===== config.mk =====
export PLATFORM = sky130hd
export DESIGN_NAME = hazard_stall_ctrl
export DESIGN_NICKNAME = d
export VERILOG_FILES = /design/src/rtl/hazard_stall_ctrl_pkg.sv /design/src/rtl/hazard_stall_ctrl_sat_counter.sv /design/src/rtl/hazard_stall_ctrl.sv
export SDC_FILE = /design/constraint.sdc
export NUM_CORES = 1
export LEC_CHECK = 0
export CAP_MARGIN = 20
export CORE_ASPECT_RATIO = 1.75
export CORE_MARGIN = 2
export CORE_UTILIZATION = 41
export CTS_CLUSTER_SIZE = 12
export DETAILED_ROUTE_END_ITERATION = 10
export GPL_ROUTABILITY_DRIVEN = 0
export PLACE_DENSITY = 0.73
export SYNTH_ARGS = -nofsm -noshare
export SYNTH_HDL_FRONTEND = slang
export SYNTH_SLANG_ARGS = --single-unit

===== constraint.sdc =====
create_clock -name clk_i -period 2.85 [get_ports clk_i]
set_clock_uncertainty 0.2 [all_clocks]
set_input_delay 0.7125 -clock clk_i [delete_from_list [all_inputs] [get_ports clk_i]]
set_output_delay 0.7125 -clock clk_i [all_outputs]
set_load 0.05 [all_outputs]

===== src/rtl/hazard_stall_ctrl_pkg.sv =====
// rtl/hazard_stall_ctrl_pkg.sv - shared types and widths for the ID->EX hazard controller
package hazard_stall_ctrl_pkg;

    localparam int ADDR_WIDTH = 5;

    typedef enum logic {
        MEM_NO_WRITE = 1'b0,
        MEM_WRITE    = 1'b1
    } mem_write_signal;

    typedef enum logic [1:0] {
        RUN       = 2'd0,
        MULT_BUSY = 2'd1,
        FLUSH     = 2'd2
    } hazard_state_t;

    function automatic int max_int(input int a, input int b);
        return (a > b) ? a : b;
    endfunction

endpackage


===== src/rtl/hazard_stall_ctrl_sat_counter.sv =====
// rtl/hazard_stall_ctrl_sat_counter.sv - saturating event counter with synchronous clear
module sat_counter #(
    parameter int CNT_WIDTH = 16
) (
    input  logic                 clk_i,
    input  logic                 rst_i,
    input  logic                 inc_i,
    input  logic                 clr_i,
    output logic [CNT_WIDTH-1:0] count_o
);

    // Count increment requests, sticking at all-ones instead of wrapping.
    always_ff @(posedge clk_i) begin
        if (rst_i || clr_i) begin
            count_o <= '0;
        end else if (inc_i && (count_o != {CNT_WIDTH{1'b1}})) begin
            count_o <= count_o + CNT_WIDTH'(1);
        end
    end

endmodule


===== src/rtl/hazard_stall_ctrl.sv =====
// rtl/hazard_stall_ctrl.sv - stall/flush control for the ID->EX boundary
module hazard_stall_ctrl
    import hazard_stall_ctrl_pkg::*;
#(
    parameter int MULT_CYCLES  = 4,
    parameter int FLUSH_CYCLES = 1,
    parameter int CNT_WIDTH    = 16
) (
    input  logic                  clk_i,
    input  logic                  rst_i,
    input  logic [ADDR_WIDTH-1:0] reg_1_addr_ID_i,
    input  logic [ADDR_WIDTH-1:0] reg_2_addr_ID_i,
    input  logic                  reg_1_used_ID_i,
    input  logic                  reg_2_used_ID_i,
    input  logic                  mult_ID_i,
    input  logic [ADDR_WIDTH-1:0] reg_dest_EX_i,
    input  mem_write_signal       write_en_EX_i,
    input  logic                  mem_read_EX_i,
    input  logic                  branch_taken_EX_i,
    output logic                  stall_IF_o,
    output logic                  stall_ID_o,
    output logic                  hold_EX_o,
    output logic                  bubble_EX_o,
    output logic                  flush_IF_ID_o,
    output logic                  mult_busy_o,
    output logic [CNT_WIDTH-1:0]  stall_count_o
);

    // Multiply and flush never overlap, so one down-counter serves both.
    localparam int DCNT_MAX = max_int(MULT_CYCLES, FLUSH_CYCLES + 1);
    localparam int DCNT_W   = $clog2(DCNT_MAX);

    hazard_state_t     state_q, state_d;
    logic [DCNT_W-1:0] dcnt_q, dcnt_d;
    logic              load_use;

    assign load_use = mem_read_EX_i && (write_en_EX_i == MEM_WRITE) &&
                      ((reg_1_used_ID_i && (reg_1_addr_ID_i == reg_dest_EX_i)) ||
                       (reg_2_used_ID_i && (reg_2_addr_ID_i == reg_dest_EX_i)));

    // Next state and control outputs; reset forces every control output low.
    always_comb begin
        state_d       = state_q;
        dcnt_d        = dcnt_q;
        stall_IF_o    = 1'b0;
        stall_ID_o    = 1'b0;
        hold_EX_o     = 1'b0;
        bubble_EX_o   = 1'b0;
        flush_IF_ID_o = 1'b0;
        mult_busy_o   = 1'b0;
        if (!rst_i) begin
            case (state_q)
                RUN: begin
                    if (branch_taken_EX_i) begin
                        flush_IF_ID_o = 1'b1;
                        bubble_EX_o   = 1'b1;
                        if (FLUSH_CYCLES > 0) begin
                            state_d = FLUSH;
                            dcnt_d  = DCNT_W'(FLUSH_CYCLES);
                        end
                    end else if (load_use) begin
                        stall_IF_o  = 1'b1;
                        stall_ID_o  = 1'b1;
                        bubble_EX_o = 1'b1;
                    end else if (mult_ID_i) begin
                        state_d = MULT_BUSY;
                        dcnt_d  = DCNT_W'(MULT_CYCLES - 1);
                    end
                end
                MULT_BUSY: begin
                    stall_IF_o  = 1'b1;
                    stall_ID_o  = 1'b1;
                    hold_EX_o   = 1'b1;
                    mult_busy_o = 1'b1;
                    dcnt_d      = dcnt_q - DCNT_W'(1);
                    if (dcnt_q == DCNT_W'(1)) begin
                        state_d = RUN;
                    end
                end
                FLUSH: begin
                    flush_IF_ID_o = 1'b1;
                    if (branch_taken_EX_i) begin
                        dcnt_d = DCNT_W'(FLUSH_CYCLES);
                    end else begin
                        dcnt_d = dcnt_q - DCNT_W'(1);
                        if (dcnt_q == DCNT_W'(1)) begin
                            state_d = RUN;
                        end
                    end
                end
                default: begin
                    state_d = RUN;
                    dcnt_d  = '0;
                end
            endcase
        end
    end

    // State and down-counter registers.
    always_ff @(posedge clk_i) begin
        if (rst_i) begin
            state_q <= RUN;
            dcnt_q  <= '0;
        end else begin
            state_q <= state_d;
            dcnt_q  <= dcnt_d;
        end
    end

    sat_counter #(
        .CNT_WIDTH(CNT_WIDTH)
    ) u_stall_cnt (
        .clk_i  (clk_i),
        .rst_i  (rst_i),
        .inc_i  (stall_IF_o),
        .clr_i  (1'b0),
        .count_o(stall_count_o)
    );

endmodule


Yosys cells after proc, flatten, opt, wreduce, memory -nomap -nowiden
Cells that the tools add are included.

Flip-flop bits (word level): 20. Bits of input ports: 23. Output and inout port bits: 22.

Add/sub/neg operators: 2. Equal/unequal tests: 9. Mux-type cells: 23. Reductions and logical operators: 9.

Operator list (number): 2-bit 2-to-1 mux (9); 16-bit by 1-bit adder with 16-bit output (second input constant) (1); 16-bit != test (second input constant) (1); 2-bit one-hot mux with 3 select lines (2); 5-bit equality test (2); 1-bit 2-to-1 mux (10); 3-bit != test (second input constant) (2); 1-bit logical AND (5); 2-bit by 1-bit equality test with 1-bit output (second input constant) (2); 1-bit one-hot mux with 2 select lines (2); 3-bit AND reduction (1); 2-bit equality test (second input constant) (1); 2-bit zero test (1); 2-bit != test (second input constant) (1); 2-bit AND reduction (1); 2-bit by 1-bit subtractor with 2-bit output (second input constant) (1); 1-bit logical OR (1).

Longest topological paths before layout
Gate-level depths: netlist (run 1).

Depth after elaboration: 9. Mapped depth: 8. Mapped depth without buffers: 7.

By module
From an unflattened synthesis (run 1), not the netlist that was laid out.

Cell total of the unflattened synthesis: 160. Area total of the unflattened synthesis: 1355.0 um2.

By module, submodules not included: sat_counter (times used 1, cells an instance 95, area an instance 847.1 um2); hazard_stall_ctrl (times used 1, cells an instance 65, area an instance 508.0 um2).

Least setup slack after synthesis (run 1)
No wires, ideal clock.

Kind: input port to output port. From: input rst_i. To: output stall_IF_o. Arrival time: 2.281 ns. Required time: 1.938 ns. Slack: -0.343 ns. Cell stages on the path: 5. Cells stage by stage: nor2b_1 a221oi_2 buf_2 inv_2 buf_4.

Longest elaborated chain between the ends: 1.

RTL lines: start: declaration (line hazard_stall_ctrl.sv:10) `input logic rst_i,`; 1-bit 2-to-1 mux; end: declaration (line hazard_stall_ctrl.sv:20) `output logic stall_IF_o,`.

Every way passes these cells.

Final worst setup path (run 1)
From: input reg_1_addr_ID_i[2]. To: output stall_IF_o.

Longest elaborated chain between the ends: 8.

RTL lines: start: declaration (line hazard_stall_ctrl.sv:11) `input logic [ADDR_WIDTH-1:0] reg_1_addr_ID_i,`; 5-bit equality test (line hazard_stall_ctrl.sv:38) `((reg_1_used_ID_i && (reg_1_addr_ID_i == reg_dest_EX_i)) ||`; 1-bit logical AND (line hazard_stall_ctrl.sv:38); 1-bit logical OR (line hazard_stall_ctrl.sv:38); 1-bit logical AND (line hazard_stall_ctrl.sv:37) `assign load_use = mem_read_EX_i && (write_en_EX_i == MEM_WRITE) &&`; 1-bit 2-to-1 mux (line hazard_stall_ctrl.sv:61) `end else if (load_use) begin`; 1-bit 2-to-1 mux (line hazard_stall_ctrl.sv:54) `if (branch_taken_EX_i) begin`; 1-bit one-hot mux with 2 select lines (line hazard_stall_ctrl.sv:52) `case (state_q)`; 1-bit 2-to-1 mux (line hazard_stall_ctrl.sv:51) `if (!rst_i) begin`.

Every way passes these cells.

==> results of run 1 <==
through the flow:
| stage | power [mW] | instance area, µm² | utilization, % | hold slack, ns | setup slack (ns) |
|---|---|---|---|---|---|
| after floorplan | 0.474 | 1380 | - | 0.249 | -0.0386 |
| after global placement | 0.578 | 1970 | 61.9 | 0.265 | -0.384 |
| after detailed placement | 0.589 | 1970 | 61.9 | 0.276 | -0.397 |
| after CTS | 0.887 | 2100 | 66.1 | 0.289 | 0.00610 |
| after global routing | 0.936 | 2130 | 67.1 | 0.319 | -0.0195 |
| final | 0.901 | 2130 | 67.1 | 0.289 | 0.0240 |
repair_timing:
item / 4_1_cts / 5_1_grt
buffers inserted: 3 / 4
endpoints found under the hold margin: 0 / 0
hold buffers: 0 / 0
gates resized for setup: 61 / 28
pin swaps: 19 / 16
setup endpoints to repair: 10 / 3
cloned: 0 / 0
final timing paths:
| kind | startpoint | to | cells past startpoint |
|---|---|---|---|
| hold reg to reg | dcnt_q[1]$_SDFFE_PP0P_ | dcnt_q[1]$_SDFFE_PP0P_ | 2 |
| setup / recovery | reg_1_addr_ID_i[2] | stall_IF_o | 7 |
| hold / removal | dcnt_q[1]$_SDFFE_PP0P_ | dcnt_q[1]$_SDFFE_PP0P_ | 2 |
| setup reg to reg | state_q[0]$_SDFFE_PP0P_ | u_stall_cnt.count_o[11]$_SDFFE_PP0P_ | 9 |
synth_stat cells, types with 3 or more instances:
cell type	instances	area (µm²)
o31ai_1	6	45.0
or4_1	8	60.1
ha_1	6	75.1
nand2_1	10	37.5
o21ai_1	5	25.0
inv_1	7	26.3
o21ai_0	6	30.0
dfxtp_1	20	400
nand3_1	10	50.1
clkbuf_1	3	11.3
or3_1	7	43.8
and3_1	4	25.0
xor2_1	10	87.6
nor2_1	10	37.5
a21oi_1	18	90.1
final cells by class:
type	count	area, µm²	share of cell area, %
Clock inverter	1	30.0	1.41
Inverter	8	35.0	1.64
Tap cell	43	53.8	2.52
Timing Repair Buffer	65	572	26.8
Multi-Input combinational cell	130	996	46.7
Sequential cell	20	403	18.9
Clock buffer	3	41.3	1.94
critical path, delay by kind of cell:
kind	cells	cell delay (ns)
AO/OA/AOI/OAI	1	0.36
XOR/XNOR	1	0.21
buffers and inverters	4	0.55
AND/OR/NAND/NOR	1	0.08
routing by layer:
| layer | routed length [µm] | GRT usage, % | vias to the layer above |
|---|---|---|---|
| met3 | 159 | 3.37 | 5 |
| met5 | 0 | 0 | - |
| met2 | 2350 | 43.8 | 47 |
| li1 | - | - | 738 |
| met4 | 60 | 6.49 | 0 |
| met1 | 1430 | 23.3 | 723 |
registers in the layout, indices dropped and copies added (netlist names):
signal	flops
state_q	2
dcnt_q	2
u_stall_cnt.count_o	16
logic make-up (layout without fill, tap and decap cells):
logic type                 count (synthesis)  in the layout  share of synthesized area (%)
AOI/OAI and AO/OA                         51             51                           24.8
xor gates and xnor gates                  10             10                           6.43
adders and majority gates                  6              6                           5.51
buffers and inverters                     16             77                           5.69
DFF                                       20             20                           29.4
and+or+nand+nor                           63             63                           28.2
power by group:
| group | total, mW | switching [mW] | internal [mW] |
|---|---|---|---|
| combinational | 0.302 | 0.167 | 0.135 |
| sequential | 0.304 | 0.0115 | 0.293 |
| clock | 0.295 | 0.107 | 0.188 |
| total | 0.901 | 0.285 | 0.615 |
==> flow_summary.yaml, run 1 <==
logic_synthesis:
  syn_area_um2: 1360
  synth_seq_area_share_pct: 29.4
  ys_ff_latch: 20
  syn_nets: 195
  synth_cell_type_count: 40
  synth_edf_count: 0
  synth_ff_type: "dfxtp_1"
  syn_inst: 166
  yosysWarnings: 0
  syn-mean-instance-area_um2: 8.21
  synth_async_sr_flop_share_pct: 0
clock_tree:
  htreeDepth: 1
  cts-buffers-inserted: 3
  cts_num_sinks: 20
  clockBufferDepth: 2
  cts_root_buf: "clkbuf_8"
  clkLatencyLatePin_ns: 0.27
  clk_pin_slew_ns: 0.08
  tritoncts: "yes"
worst_setup_path:
  crit_chain: "buf_2 > xor2_2 > nor4_4 > buf_4 > a221oi_4 > clkinv_4 > buf_8"
  slowest_delay_ns: 0.36
  crit_fanout: 3
  critPathArrivalTime_ns: 1.91
  reg2reg_slack_ns: 0.22
  worstSetupPathType: "input port to primary output"
  end_kind: "primary output"
  cp_data_required_time_ns: 1.94
  start_kind: "input port"
  slowest_stage: "a221oi_4"
floorplanning:
  die_area_um2: 3820
  core_area_um2: 3180
  start_util_pct: 42.9
  io_pins: 45
  dieHeight_um: 80.3
  rows: 27
  die_x_um: 47.6
global_routing:
  grt-ovfl-total: 0
  grt_usage_pct: 22.8
  grt_pass1_vias: 1508
  antenna_found_initial: 0
  grt_max_degree: 21
  grt_pass1_wl_mm: 6.51
cells_and_area:
  fill_cells: 287
  layout_common_cells: "buf_4 (25), a21oi_1 (18), dfxtp_1 (18), clkdlybuf4s50_1 (17), nand2_1 (10)"
  fin_cells: 270
  layout-drive-gt1-share_pct: 31.7
  layout_commonest_cell: "buf_4"
  fin_nets: 257
  diodes: 0
  syn_to_final_growth_pct: 56.4
pwr:
  ir_drop_mv: 0.304
  p_leak_nw: 0.807
  power.density_nw_per_um2: 423
drt:
  avgViaCountPerCell: 5.60
  via_count: 1513
  postRouteAntennaNets: 0
  drc: 0
  routed_wl_mm: 4.00
  first_pass_iters: 4
  wire_per_inst_um: 14.8
  first_iter_violations: 20
sta:
  slew_violations: 0
  tns_ns: 0
  layout_min_cycle_time_ns: 2.83
  setup_viol: 0
  tightestPinTransition_ns: 0.507
  final_min_period_over_clock_period_pct: 99.2
  maxSlewHeadroom_pct: 66.1
  fmax_mhz: 354
  final-hold-violation-count: 0
placement:
  dp_hpwl_mm: 3.00
  dp.cells: 260
  numPortBuffers: 44
run_status:
  status: "complete, no violations"
hold_path:
  worstHoldPathType: "flip-flop to flip-flop"
job:
  drv_cap: 0
Note: power is estimated with default switching activity, not from simulation.
==> run 2, diff against run 1 <==
--- a/config.mk
+++ b/config.mk
@@ -7,7 +7,6 @@
 export LEC_CHECK = 0
 export CAP_MARGIN = 20
 export CORE_ASPECT_RATIO = 1.75
-export CORE_MARGIN = 2
 export CORE_UTILIZATION = 41
 export CTS_CLUSTER_SIZE = 12
 export DETAILED_ROUTE_END_ITERATION = 10
==> flow_summary.yaml, run 2 (same netlist as run 1, synthesis figures left out) <==
run_status:
  status: "complete, no violations"
drt:
  drc: 0
  routed_wl_mm: 4.04
  first_iter_violations: 28
  avgViaCountPerCell: 5.66
  via_count: 1528
  wire_per_inst_um: 15.0
  postRouteAntennaNets: 0
  first_pass_iters: 4
worst_setup_path:
  reg2reg_slack_ns: 0.17
  worstSetupPathType: "input port to primary output"
  r2r-start: "state_q[0]$_SDFFE_PP0P_"
  reg2reg_depth: 10
  critPathArrivalTime_ns: 1.88
  cp_data_required_time_ns: 1.94
  rr_endpoint: "u_stall_cnt.count_o[12]$_SDFFE_PP0P_"
  crit_fanout: 2
  start_kind: "input port"
  end_kind: "primary output"
cells_and_area:
  layout-drive-gt1-share_pct: 32.6
  layout_commonest_cell: "buf_4"
  diodes: 0
  utilization_pct: 68.5
  fin_nets: 257
  stdcell_area_um2: 2150
  largestRegisters: "u_stall_cnt.count_o x16, dcnt_q x2, state_q x2"
  regMostFlops: "u_stall_cnt.count_o"
  largest_register_ffs: 16
  fill_cells: 247
  syn_to_final_growth_pct: 57.9
  layout_common_cells: "buf_4 (21), a21oi_1 (18), dfxtp_1 (18), clkdlybuf4s50_1 (17), clkbuf_2 (12)"
pwr:
  swShare_pct: 31.0
  total_power_mw: 0.890
  pwr-share-comb_pct: 34.0
  ir_drop_mv: 0.298
  p_leak_nw: 0.807
  seqPwrFrac_pct: 34.3
  power.density_nw_per_um2: 414
  power_frac_clock_pct: 31.8
  internal_power_mw: 0.615
  p_sw_mw: 0.276
placement:
  dp_hpwl_mm: 2.96
  placed_area_um2: 1970
  numPortBuffers: 44
clock_tree:
  cts_root_buf: "clkbuf_8"
  clk_pin_slew_ns: 0.08
  cts-buffers-inserted: 3
  htreeDepth: 1
  clockBufferDepth: 2
  clkLatencyLatePin_ns: 0.26
  cts_num_sinks: 20
  tritoncts: "yes"
sta:
  slew_violations: 0
  final-hold-violation-count: 0
  holdWs_ns: 0.297
  tns_ns: 0
  layout_min_cycle_time_ns: 2.80
  setup_viol: 0
  maxSlewHeadroom_pct: 66.7
  tightestPinTransition_ns: 0.498
  fmax_mhz: 358
  final_min_period_over_clock_period_pct: 98.1
global_routing:
  grt-ovfl-total: 0
  grt_pass1_wl_mm: 6.82
  antenna_found_initial: 0
  grt_usage_pct: 25.1
  grt_max_degree: 21
  grt_pass1_vias: 1581
floorplanning:
  core_area_um2: 3140
  die_x_um: 45.6
  rows: 27
  die_area_um2: 3570
  dieHeight_um: 78.3
  io_pins: 45
  start_util_pct: 43.4
hold_path:
  hold_depth: 2
  min_to: "dcnt_q[1]$_SDFFE_PP0P_"
  worstHoldPathType: "flip-flop to flip-flop"
  hp-start: "dcnt_q[1]$_SDFFE_PP0P_"
job:
  drv_cap: 0
run 2: cell count changes in the layout (fill, tap and decap cells not counted), sizes merged:
| cell | before | now |
|---|---|---|
| buf | 35 | 32 |
| clkbuf | 12 | 15 |
run 2: layout make-up:
| class | instances | area [µm²] | share of cell area (%) |
|---|---|---|---|
| clock buffer | 3 | 41.3 | 1.92 |
| clock inverter | 1 | 30.0 | 1.40 |
| inverter | 8 | 35.0 | 1.63 |
| multi-input combinational | 130 | 1020 | 47.4 |
| sequential | 20 | 403 | 18.7 |
| tap | 43 | 53.8 | 2.50 |
| timing repair buffer | 65 | 568 | 26.4 |
run 2: worst max-delay path, cell delays in order:
cell,delay (ns)
clkbuf_2,0.10
xor2_2,0.22
nor4_4,0.08
buf_4,0.15
a221oi_4,0.34
clkinv_4,0.11
buf_8,0.16
run 2: worst max path at each step:
stage | from | endpoint | slack, ns
detailed placement | reg_dest_EX_i[0] | stall_ID_o | -0.39
global placement | reg_dest_EX_i[0] | stall_IF_o | -0.34
floorplan | branch_taken_EX_i | stall_IF_o | -0.04
CTS | reg_1_addr_ID_i[2] | stall_ID_o | 0.0001
global route | state_q[0]$_SDFFE_PP0P_ | stall_ID_o | -0.008
finish | reg_1_addr_ID_i[1] | stall_ID_o | 0.05
run 2: repair_timing:
item | in CTS | in global routing
hold buffers | 0 | 0
pin swaps | 19 | 14
resized for setup | 56 | 32
setup buffers | 4 | 2
endpoints found under the setup margin | 4 | 3
run 2: metal layers:
metal | GRT usage, % | vias up | wire length (µm) | part of all wire [%]
met4 | 12.7 | 0 | 129 | 3.2
met3 | 2.76 | 12 | 162 | 4.0
li1 | - | 737 | - | -
met5 | 0 | - | 0 | 0
met2 | 46.7 | 63 | 2310 | 57
met1 | 25.3 | 716 | 1440 | 36
run 2: power groups by stage:
stage	Clock (mW)	Combinational, mW	Sequential, mW
final	0.283	0.302	0.305
after floorplan	0	0.162	0.311
after global placement	0	0.272	0.309
after global routing	0.298	0.325	0.307
after detailed placement	0	0.282	0.310
after CTS	0.290	0.296	0.304
run 2: metrics by stage:
step	setup WS, ns	cells
detailed placement	-0.388	260
finish	0.0547	270
global route	-0.00844	270
global placement	-0.342	260
floorplan	-0.0386	166
CTS	0.000114	268
